[config.mk]
export PLATFORM = sky130hd
export DESIGN_NAME = cu_res_alloc_ctrl
export DESIGN_NICKNAME = d
export VERILOG_FILES = /design/src/rtl/cu_res_alloc_ctrl.sv
export SDC_FILE = /design/constraint.sdc
export NUM_CORES = 2
export LEC_CHECK = 0
export BUFFER_PORTS_ARGS = -buffer_cell sky130_fd_sc_hd__buf_2
export CELL_PAD_IN_SITES_DETAIL_PLACEMENT = 1
export CELL_PAD_IN_SITES_GLOBAL_PLACEMENT = 1
export CORE_UTILIZATION = 38
export CTS_BUF_LIST = sky130_fd_sc_hd__clkbuf_8
export CTS_CLUSTER_SIZE = 24
export DETAILED_ROUTE_END_ITERATION = 8
export PLACE_DENSITY = 0.58
export SLEW_MARGIN = 20
export SYNTH_ARGS = -nofsm -noshare
export SYNTH_HDL_FRONTEND = slang
export SYNTH_SLANG_ARGS = --single-unit
[constraint.sdc]
create_clock -name clk -period 16.2 [get_ports clk]
set_input_delay 2.43 -clock clk [delete_from_list [all_inputs] [get_ports clk]]
set_output_delay 2.43 -clock clk [all_outputs]
set_load 0.01 [all_outputs]
[src/rtl/cu_res_alloc_ctrl.sv]
// Dispatcher control stage around one CU-resource CAM: allocates workgroup slots, keeps a shadow free table.
// Optional macro CU_ALLOC_ROUND_ROBIN_EN selects round-robin winner choice instead of fixed lowest-index priority.
module cu_res_alloc_ctrl #(
  parameter int CU_ID_WIDTH      = 6,
  parameter int NUMBER_CU        = 64,
  parameter int RES_ID_WIDTH     = 10,
  parameter int NUMBER_RES_SLOTS = 1024
) (
  input  logic                      clk,
  input  logic                      rst,
  input  logic                      alloc_req_valid,
  input  logic [RES_ID_WIDTH:0]     alloc_req_size,
  output logic                      alloc_req_ready,
  output logic                      alloc_resp_valid,
  output logic                      alloc_resp_ok,
  output logic [CU_ID_WIDTH-1:0]    alloc_resp_cu,
  input  logic                      dealloc_valid,
  input  logic [CU_ID_WIDTH-1:0]    dealloc_cu,
  input  logic [RES_ID_WIDTH:0]     dealloc_size,
  output logic                      dealloc_ready,
  output logic                      dealloc_err,
  output logic                      res_search_en,
  output logic [RES_ID_WIDTH:0]     res_search_size,
  input  logic [NUMBER_CU-1:0]      res_search_out,
  output logic                      cam_wr_en,
  output logic [CU_ID_WIDTH-1:0]    cam_wr_addr,
  output logic [RES_ID_WIDTH:0]     cam_wr_data
);

  localparam int CW = RES_ID_WIDTH + 1;
  localparam logic [CW-1:0] FULL = CW'(NUMBER_RES_SLOTS);

  typedef enum logic [2:0] {IDLE, SEARCH, CHECK, WRITE, DEALLOC} state_t;

  state_t                 state;
  logic                   ready_q;
  logic [CW-1:0]          size_q;
  logic [CW-1:0]          free_tbl [NUMBER_CU];
  logic [NUMBER_CU-1:0]   valid_tbl;
  logic [CU_ID_WIDTH-1:0] start_idx;
  logic [CU_ID_WIDTH-1:0] pick;
  logic [CW-1:0]          win_free;
  logic [CW-1:0]          win_new;
  logic [CW-1:0]          dealloc_free;
  logic [CW:0]            dealloc_sum;
  logic                   fail_now;

`ifdef CU_ALLOC_ROUND_ROBIN_EN
  logic [CU_ID_WIDTH-1:0] rr_ptr;
  assign start_idx = rr_ptr;
`else
  assign start_idx = '0;
`endif

  // First set mask bit at or above start, wrapping; index wraps naturally since NUMBER_CU == 2**CU_ID_WIDTH.
  function automatic logic [CU_ID_WIDTH-1:0] pick_cu(input logic [NUMBER_CU-1:0] mask,
                                                     input logic [CU_ID_WIDTH-1:0] start);
    logic [CU_ID_WIDTH-1:0] idx;
    logic found;
    pick_cu = '0;
    found   = 1'b0;
    for (int i = 0; i < NUMBER_CU; i++) begin
      idx = start + CU_ID_WIDTH'(i);
      if (!found && mask[idx]) begin
        pick_cu = idx;
        found   = 1'b1;
      end
    end
  endfunction

  assign pick         = pick_cu(res_search_out, start_idx);
  assign win_free     = valid_tbl[pick] ? free_tbl[pick] : FULL;
  // A mask bit on a CU the shadow says is too small is a CAM/shadow mismatch; saturate rather than wrap.
  assign win_new      = (win_free >= size_q) ? (win_free - size_q) : '0;
  assign dealloc_free = valid_tbl[dealloc_cu] ? free_tbl[dealloc_cu] : FULL;
  assign dealloc_sum  = {1'b0, dealloc_free} + {1'b0, dealloc_size};

  // A failed search answers in the CHECK cycle itself, so it is decoded from the live mask.
  assign fail_now         = (state == CHECK) && (res_search_out == '0) && !rst;
  assign alloc_resp_valid = (state == WRITE) || fail_now;
  assign alloc_resp_ok    = (state == WRITE);
  assign alloc_resp_cu    = (state == WRITE) ? cam_wr_addr : '0;
  assign alloc_req_ready  = ready_q && !dealloc_valid;
  assign dealloc_ready    = ready_q;

  always_ff @(posedge clk) begin
    if (rst) begin
      state           <= IDLE;
      ready_q         <= 1'b1;
      size_q          <= '0;
      valid_tbl       <= '0;
      res_search_en   <= 1'b0;
      res_search_size <= '0;
      cam_wr_en       <= 1'b0;
      cam_wr_addr     <= '0;
      cam_wr_data     <= '0;
      dealloc_err     <= 1'b0;
`ifdef CU_ALLOC_ROUND_ROBIN_EN
      rr_ptr          <= '0;
`endif
    end else begin
      case (state)
        IDLE: begin
          if (dealloc_valid) begin
            ready_q     <= 1'b0;
            cam_wr_en   <= 1'b1;
            cam_wr_addr <= dealloc_cu;
            if (dealloc_sum > {1'b0, FULL}) begin
              cam_wr_data <= FULL;
              dealloc_err <= 1'b1;
            end else begin
              cam_wr_data <= dealloc_sum[CW-1:0];
            end
            state <= DEALLOC;
          end else if (alloc_req_valid) begin
            ready_q         <= 1'b0;
            size_q          <= alloc_req_size;
            res_search_en   <= 1'b1;
            res_search_size <= alloc_req_size;
            state           <= SEARCH;
          end
        end
        SEARCH: begin
          res_search_en   <= 1'b0;
          res_search_size <= '0;
          state           <= CHECK;
        end
        CHECK: begin
          if (res_search_out == '0) begin
            ready_q <= 1'b1;
            state   <= IDLE;
          end else begin
            cam_wr_en   <= 1'b1;
            cam_wr_addr <= pick;
            cam_wr_data <= win_new;
            state       <= WRITE;
          end
        end
        WRITE: begin
          free_tbl[cam_wr_addr]  <= cam_wr_data;
          valid_tbl[cam_wr_addr] <= 1'b1;
          cam_wr_en              <= 1'b0;
`ifdef CU_ALLOC_ROUND_ROBIN_EN
          rr_ptr <= (cam_wr_addr == CU_ID_WIDTH'(NUMBER_CU - 1)) ? '0 : cam_wr_addr + 1'b1;
`endif
          ready_q <= 1'b1;
          state   <= IDLE;
        end
        DEALLOC: begin
          free_tbl[cam_wr_addr]  <= cam_wr_data;
          valid_tbl[cam_wr_addr] <= 1'b1;
          cam_wr_en              <= 1'b0;
          dealloc_err            <= 1'b0;
          ready_q                <= 1'b1;
          state                  <= IDLE;
        end
        default: state <= IDLE;
      endcase
    end
  end

endmodule

* Yosys cells after proc, flatten, opt, wreduce, memory -nomap -nowiden
Memories as Yosys holds them, arrays and structs flattened.
Cells that the tools add are included.
** Operators by class
- Add/sub/neg operators :: 2
- $lt $le $gt $ge :: 6
- Equality and inequality tests :: 11
- Mux-type cells :: 170
- Bitwise gates (word level) :: 3
- Reductions and logical operators :: 146
** Operators with widths (number)
- $mux 6 :: 35
- $mux 11 :: 9
- $mux 1 :: 82
- $mux 5 :: 16
- $logic_and 1x1->1 :: 67
- $logic_not 1->1 :: 65
- $logic_not 64->1 :: 1
- $or 64x64->64 :: 1
- $pmux 11 s2 :: 2
- $mux 4 :: 8
- $lt 6x7->1 const B :: 3
- $mux 3 :: 6
- $reduce_and 3->1 :: 6
- $add 11x11->12 :: 1
- $bmux 1 s6 :: 2
- $gt 12x11->1 const B :: 1
- $pmux 6 s2 :: 1
- $ge 11x11->1 :: 1
- $sub 11x11->11 :: 1
- $ne 2x2->1 const B :: 5
- $pmux 3 s3 :: 1
- $demux 1 s6 :: 1
- $eq 3x2->1 const B :: 2
- $ge 6x1->1 const B :: 1
- other kinds (14) :: 20
** Word-level totals
- Flip-flop bits (word level) :: 110
- Memory bits (writable) :: 704
- Input port bits :: 96
- Output and inout bits :: 41
- Memories kept :: 1
** Memories
- free_tbl :: depth 64, width 11, read ports 2, clocked after memory_dff 0, wr ports 1, RTL line 38 : logic [CW-1:0] free_tbl [NUMBER_CU];

* Logic depth before layout (Yosys ltp)
- Depth in word-level cells :: 197
- Mapped depth :: 30

* Worst setup path before layout
Ideal clock, no wire load.
- Path kind :: input to register
- Start :: input dealloc_cu[0]
- End :: register cam_wr_data[2]
- Library setup time :: 0.068 ns
- Arrival time :: 8.111 ns
- Required time :: 16.132 ns
- Path slack :: 8.020 ns
- Stages on the path :: 21
- Buffers on the path :: 3
- Cells stage by stage :: clkbuf_1 buf_1 buf_1 mux4_2 mux4_2 mux4_2 nor2b_1 ha_1 fa_1 a21o_1 a21oi_1 o21bai_1 a21oi_1 o21bai_1 a21oi_1 nor2_1 nor3_1 a31oi_1 nor3b_1 a221oi_1 nor2_1
** Between the ends
- Word-level cells in the longest chain between the ends :: 8
- Elaborated cells between the ends (all ways) :: 9
- Those cells by class :: 1 x add/sub; 1 x order compare; 6 x mux; 1 x memory
** Ends and longest elaborated chain
- from (decl) :: RTL line 18 : input logic [CU_ID_WIDTH-1:0] dealloc_cu,
- $bmux 1 s6 :: RTL line 75 : assign dealloc_free = valid_tbl[dealloc_cu] ? free_tbl[dealloc_cu] : FULL;
- $mux 1 (not written as such) :: RTL line 75
- $mux 11 * :: RTL line 75
- $add 11x11->12 * :: RTL line 76 : assign dealloc_sum = {1'b0, dealloc_free} + {1'b0, dealloc_size};
- $gt 12x11->1 :: RTL line 108 : if (dealloc_sum > {1'b0, FULL}) begin
- $mux 11 * :: RTL line 108
- $mux 11 * :: RTL line 104 : if (dealloc_valid) begin
- $pmux 11 s2 * :: RTL line 102 : case (state)
- to (signal assigned) :: RTL line 112 : cam_wr_data <= dealloc_sum[CW-1:0];
- to (signal assigned) :: RTL line 135 : cam_wr_data <= win_new;
- to (decl) :: RTL line 27 : output logic [RES_ID_WIDTH:0] cam_wr_data
Every way passes the cells marked *; elsewhere a longest branch is shown, timed or not. The select of a mux whose other input is x is not followed.
A chain may end at the register's enable or synchronous reset.

* Final worst setup path
- Start :: input res_search_out[12]
- End :: register cam_wr_data[0]
** Between the ends
- Word-level cells in the longest chain between the ends :: 162
- Elaborated cells between the ends (all ways) :: 218
- Those cells by class :: 1 x add/sub; 1 x order compare; 1 x eq/ne; 109 x mux; 105 x reduce/logical; 1 x memory
** Ends and longest elaborated chain
- from (decl) :: RTL line 24 : input logic [NUMBER_CU-1:0] res_search_out,
- $logic_and 1x1->1 :: RTL line 64 : if (!found && mask[idx]) begin
- $mux 1 :: RTL line 64
- $logic_not 1->1 :: RTL line 64
- $logic_and 1x1->1 :: RTL line 64
- $mux 1 :: RTL line 64
- $logic_not 1->1 :: RTL line 64
- $logic_and 1x1->1 :: RTL line 64
- $mux 1 :: RTL line 64
- [146 not listed]
- $mux 6 :: RTL line 64
- $bmux 1 s6 :: RTL line 72 : assign win_free = valid_tbl[pick] ? free_tbl[pick] : FULL;
- $mux 1 (not written as such) :: RTL line 72
- $mux 11 :: RTL line 72
- $sub 11x11->11 / $ge 11x11->1 (equally long branches) :: RTL line 74 : assign win_new = (win_free >= size_q) ? (win_free - size_q) : '0;
- $mux 11 :: RTL line 74
- $mux 11 :: RTL line 129 : if (res_search_out == '0) begin
- $pmux 11 s2 :: RTL line 102
Several ways; a longest one is shown, not always the timed one. The select of a mux whose other input is x is not followed.

==> impl_metrics.py <==
metrics = {
    "clock_network": {
        "clkSinkCount": 814,
        "cts_repair_resize_count": 0,
        "clock_path_buffers": 3,
        "post_cts.repair.setup_buffers": 0,
        "cts_tree": "built",
        "cts_hold_repair_buffers": 0,
        "cts-root-buf": "clkbuf_8",
        "cts.clk_slew.worst_paths_ns": 0.06,
        "cts-buffers-inserted": 145,
        "ctsHtreeMaxLevel": 4,
        "worstSkewPairLatency_ns": 0.85,
    },
    "finish": {
        "final_core_util": 0.433,
        "area_growth_pct": 12.6,
        "fill_cells": 10600,
        "layout-drive-gt1-share": 0.258,
        "final_cell_count_no_fill": 4520,
        "fin_nets": 3138,
    },
    "route": {
        "routed-via-count": 29100,
        "post-route-drc-count": 0,
        "wl_per_cell_um": 34.5,
        "met1_length_um": 63900,
        "route.final.wire_length_um": 156000,
        "ant_nets": 0,
        "drtPass1Iterations": 5,
        "vias_per_cell": 6.44,
        "wl_met3_um": 13800,
        "top_signal_layer_used": "met5",
        "dr_wl_met2_um": 72600,
        "detail_route.iter0.violations": 3350,
    },
    "floorplan": {
        "fp.dieW_um": 326,
        "ioPinCount": 137,
        "die_area_um2": 106000,
        "start_util": 0.385,
        "die-height_um": 326,
        "placementRows": 118,
        "core_area_um2": 104000,
    },
    "setup_path": {
        "critical_path_class": "input pin to flop",
        "critPathCaptureType": "flop",
        "r2r_setup_slack_ns": 10.34,
        "worst_setup_endpoint": "cam_wr_data[0]",
        "start_kind": "input pin",
        "worst_r2r_startpoint": "free_tbl[15][0]",
        "critPathSlowestCell": "buf_4",
        "path_common_cell": "o21ai_0",
        "required_ns": 16.94,
        "worst_r2r_endpoint": "cam_wr_data[4]",
        "timing.critical_path.slowest_cell_delay_ns": 0.80,
        "arrival_ns": 11.01,
        "timing.critical_path.fanout_max": 84,
        "worstSetupStartpoint": "res_search_out[12]",
        "count_of_cells_along_the_worst_register_to_register_path": 18,
    },
    "sta": {
        "report.final.slew_viol_count": 0,
        "final_min_period_over_clock_period": 0.634,
        "finalHoldViolations": 0,
        "setup_slack_after_layout_ns": 5.93,
        "rsz0062_at_grt": "no",
        "worst-slew-pin-transition_ns": 1.15,
        "period_minus_slack_ns": 10.27,
        "relSlewSlack": 0.232,
        "max_clock_freq_mhz": 97.4,
        "finalSetupViolCount": 0,
        "totalNegativeSetupSlack_ns": 0,
        "clock_skew_ns": 0.0425,
    },
    "logic_synthesis": {
        "seq_area_frac_synth": 0.585,
        "synth_top_cells_by_area": "edfxtp_1 53%, mux4_2 14%, dfxtp_1 5.5%, nand2_1 2.6%, a21oi_1 2.5%",
        "post_synth_top_area_share": 0.530,
        "ys_async_sr_fraction": 0,
        "yosysUniqueCellTypes": 102,
        "synthDominantAreaCellType": "edfxtp_1",
        "number_of_synthesized_register_bits": 814,
        "synth_edf_count": 704,
        "syn_nets": 2988,
        "ys_warn_count": 0,
        "synthCells": 2867,
        "synth-main-ff-cell": "edfxtp_1",
        "synth_area_um2": 39900,
        "synth.avg_cell_area_um2": 13.9,
    },
    "pwr": {
        "vdd.ir_drop.worst_v": 0.0000715,
        "power_leakage_nw": 15.3,
        "power_density_nw_per_um2": 106,
        "post-layout-total-power_w": 0.00478,
    },
    "hold_path": {
        "timing.hold.worst.class": "flop to flop",
    },
    "job": {
        "cap_viol_max_count": 0,
    },
    "place": {
        "dp.cells": 4250,
        "globalplace.congestion": 0.852,
        "buffer_ports.inserted": 136,
        "place.detailed.hpwl_um": 97400,
        "dp_slack_ns": 5.40,
    },
    "global_routing": {
        "grt_pass1_vias": 29800,
        "initial_antenna_violation_count": 9,
        "grt_use_total": 0.292,
        "grt_max_degree": 120,
        "gr-total-overflow": 0,
        "grt_first_pass_wirelength_um": 222000,
    },
    "status": {
        "run_status": "finished, final reports clean",
    },
}
==> metal layers <==
layer  GRT usage  vias to the layer above
li1            -                    11900
met1       0.397                    15500
met2       0.458                     1431
met3      0.0626                      304
met4       0.112                        6
met5           0                        -
==> kinds of logic after synthesis <==
logic type | after synthesis | synth area share
fa+ha+maj | 25 | 0.00821
simple gates | 694 | 0.0797
xor+xnor | 13 | 0.00285
compound gates | 721 | 0.129
flops | 814 | 0.585
mux | 337 | 0.165
buf+inv | 263 | 0.0310
==> state kept, by name, indices dropped and copies added, names as in the netlist <==
| name | count |
|---|---|
| free_tbl | 704 |
| dealloc_err | 1 |
| cam_wr_data | 11 |
| cam_wr_en | 1 |
| cam_wr_addr | 6 |
| size_q | 11 |
| res_search_size | 11 |
| valid_tbl | 64 |
| state | 3 |
| res_search_en | 1 |
| dealloc_ready | 1 |
==> worst min path at each step <==
stage / startpoint / to / slack (ns) / cells after the start
after floorplan: valid_tbl[22] / valid_tbl[22] / 0.44 / 1
after global placement: res_search_size[7] / res_search_size[7] / 0.44 / 2
after detailed placement: res_search_size[7] / res_search_size[7] / 0.45 / 2
after CTS: res_search_size[7] / res_search_size[7] / 0.46 / 2
after global routing: res_search_size[4] / res_search_size[4] / 0.48 / 2
final: res_search_size[4] / res_search_size[4] / 0.45 / 2
==> power by group <==
group	switching, W	total, W	internal (W)
Clock	0.000897	0.00188	0.000980
Sequential	0.0000158	0.00234	0.00233
Combinational	0.000388	0.000566	0.000178
Total	0.00130	0.00478	0.00348
==> worst max-delay path: cells and delay by family <==
family | cells | cell delay, ns
adder cells (fa/ha/maj) | 1 | 0.23
AO/OA/AOI/OAI | 15 | 3.58
AND/OR/NAND/NOR | 8 | 2.95
buffers and inverters | 4 | 1.62
==> layout make-up <==
cell class	instances	area, µm²	share of cell area
clock inverters	104	593	0.0132
well taps	1380	1730	0.0384
diodes	8	20.0	0.000445
clock buffers	158	2170	0.0484
repair buffers	212	1350	0.0300
flip-flops and latches	814	23400	0.520
inverters	54	204	0.00454
multi-input cells	1790	15500	0.345
==> cells in the mapped netlist, types with 17 or more instances <==
library cell	instances
nor4_1	17
and2_1	18
inv_1	53
dfxtp_1	110
a211oi_1	30
clkbuf_1	103
o221ai_1	44
nor2_1	165
o22ai_1	21
nor2b_1	20
edfxtp_1	704
a221oi_1	72
a21oi_1	200
mux2i_1	42
nand3_1	61
buf_2	51
a221o_1	27
ha_1	23
nand2_1	276
o21ai_0	71
and3_1	21
a21o_1	72
a31oi_1	21
mux4_2	251
mux2_2	41
o211ai_1	22
buf_1	26
nor3_1	59
==> metrics by stage <==
stage / instance area, µm² / hold slack, ns
floorplan: 39900 / 0.435
global placement: 42100 / 0.442
detailed placement: 42100 / 0.453
CTS: 44900 / 0.461
global route: 44900 / 0.481
finish: 44900 / 0.454
==> placed cells by master (no fill, tap or decap), drive strengths merged, types with 33 or more instances in the layout <==
cell      n
edfxtp  704
buf     212
nand3    61
clkbuf  158
o21ai    85
a221oi   79
dfxtp   110
mux2i    42
nor2    168
nor3     61
a21oi   202
o221ai   44
mux2     44
mux4    251
a211oi   33
inv     101
a21o     73
clkinv   47
nand2   276
Power figures use the tool's default switching activity.
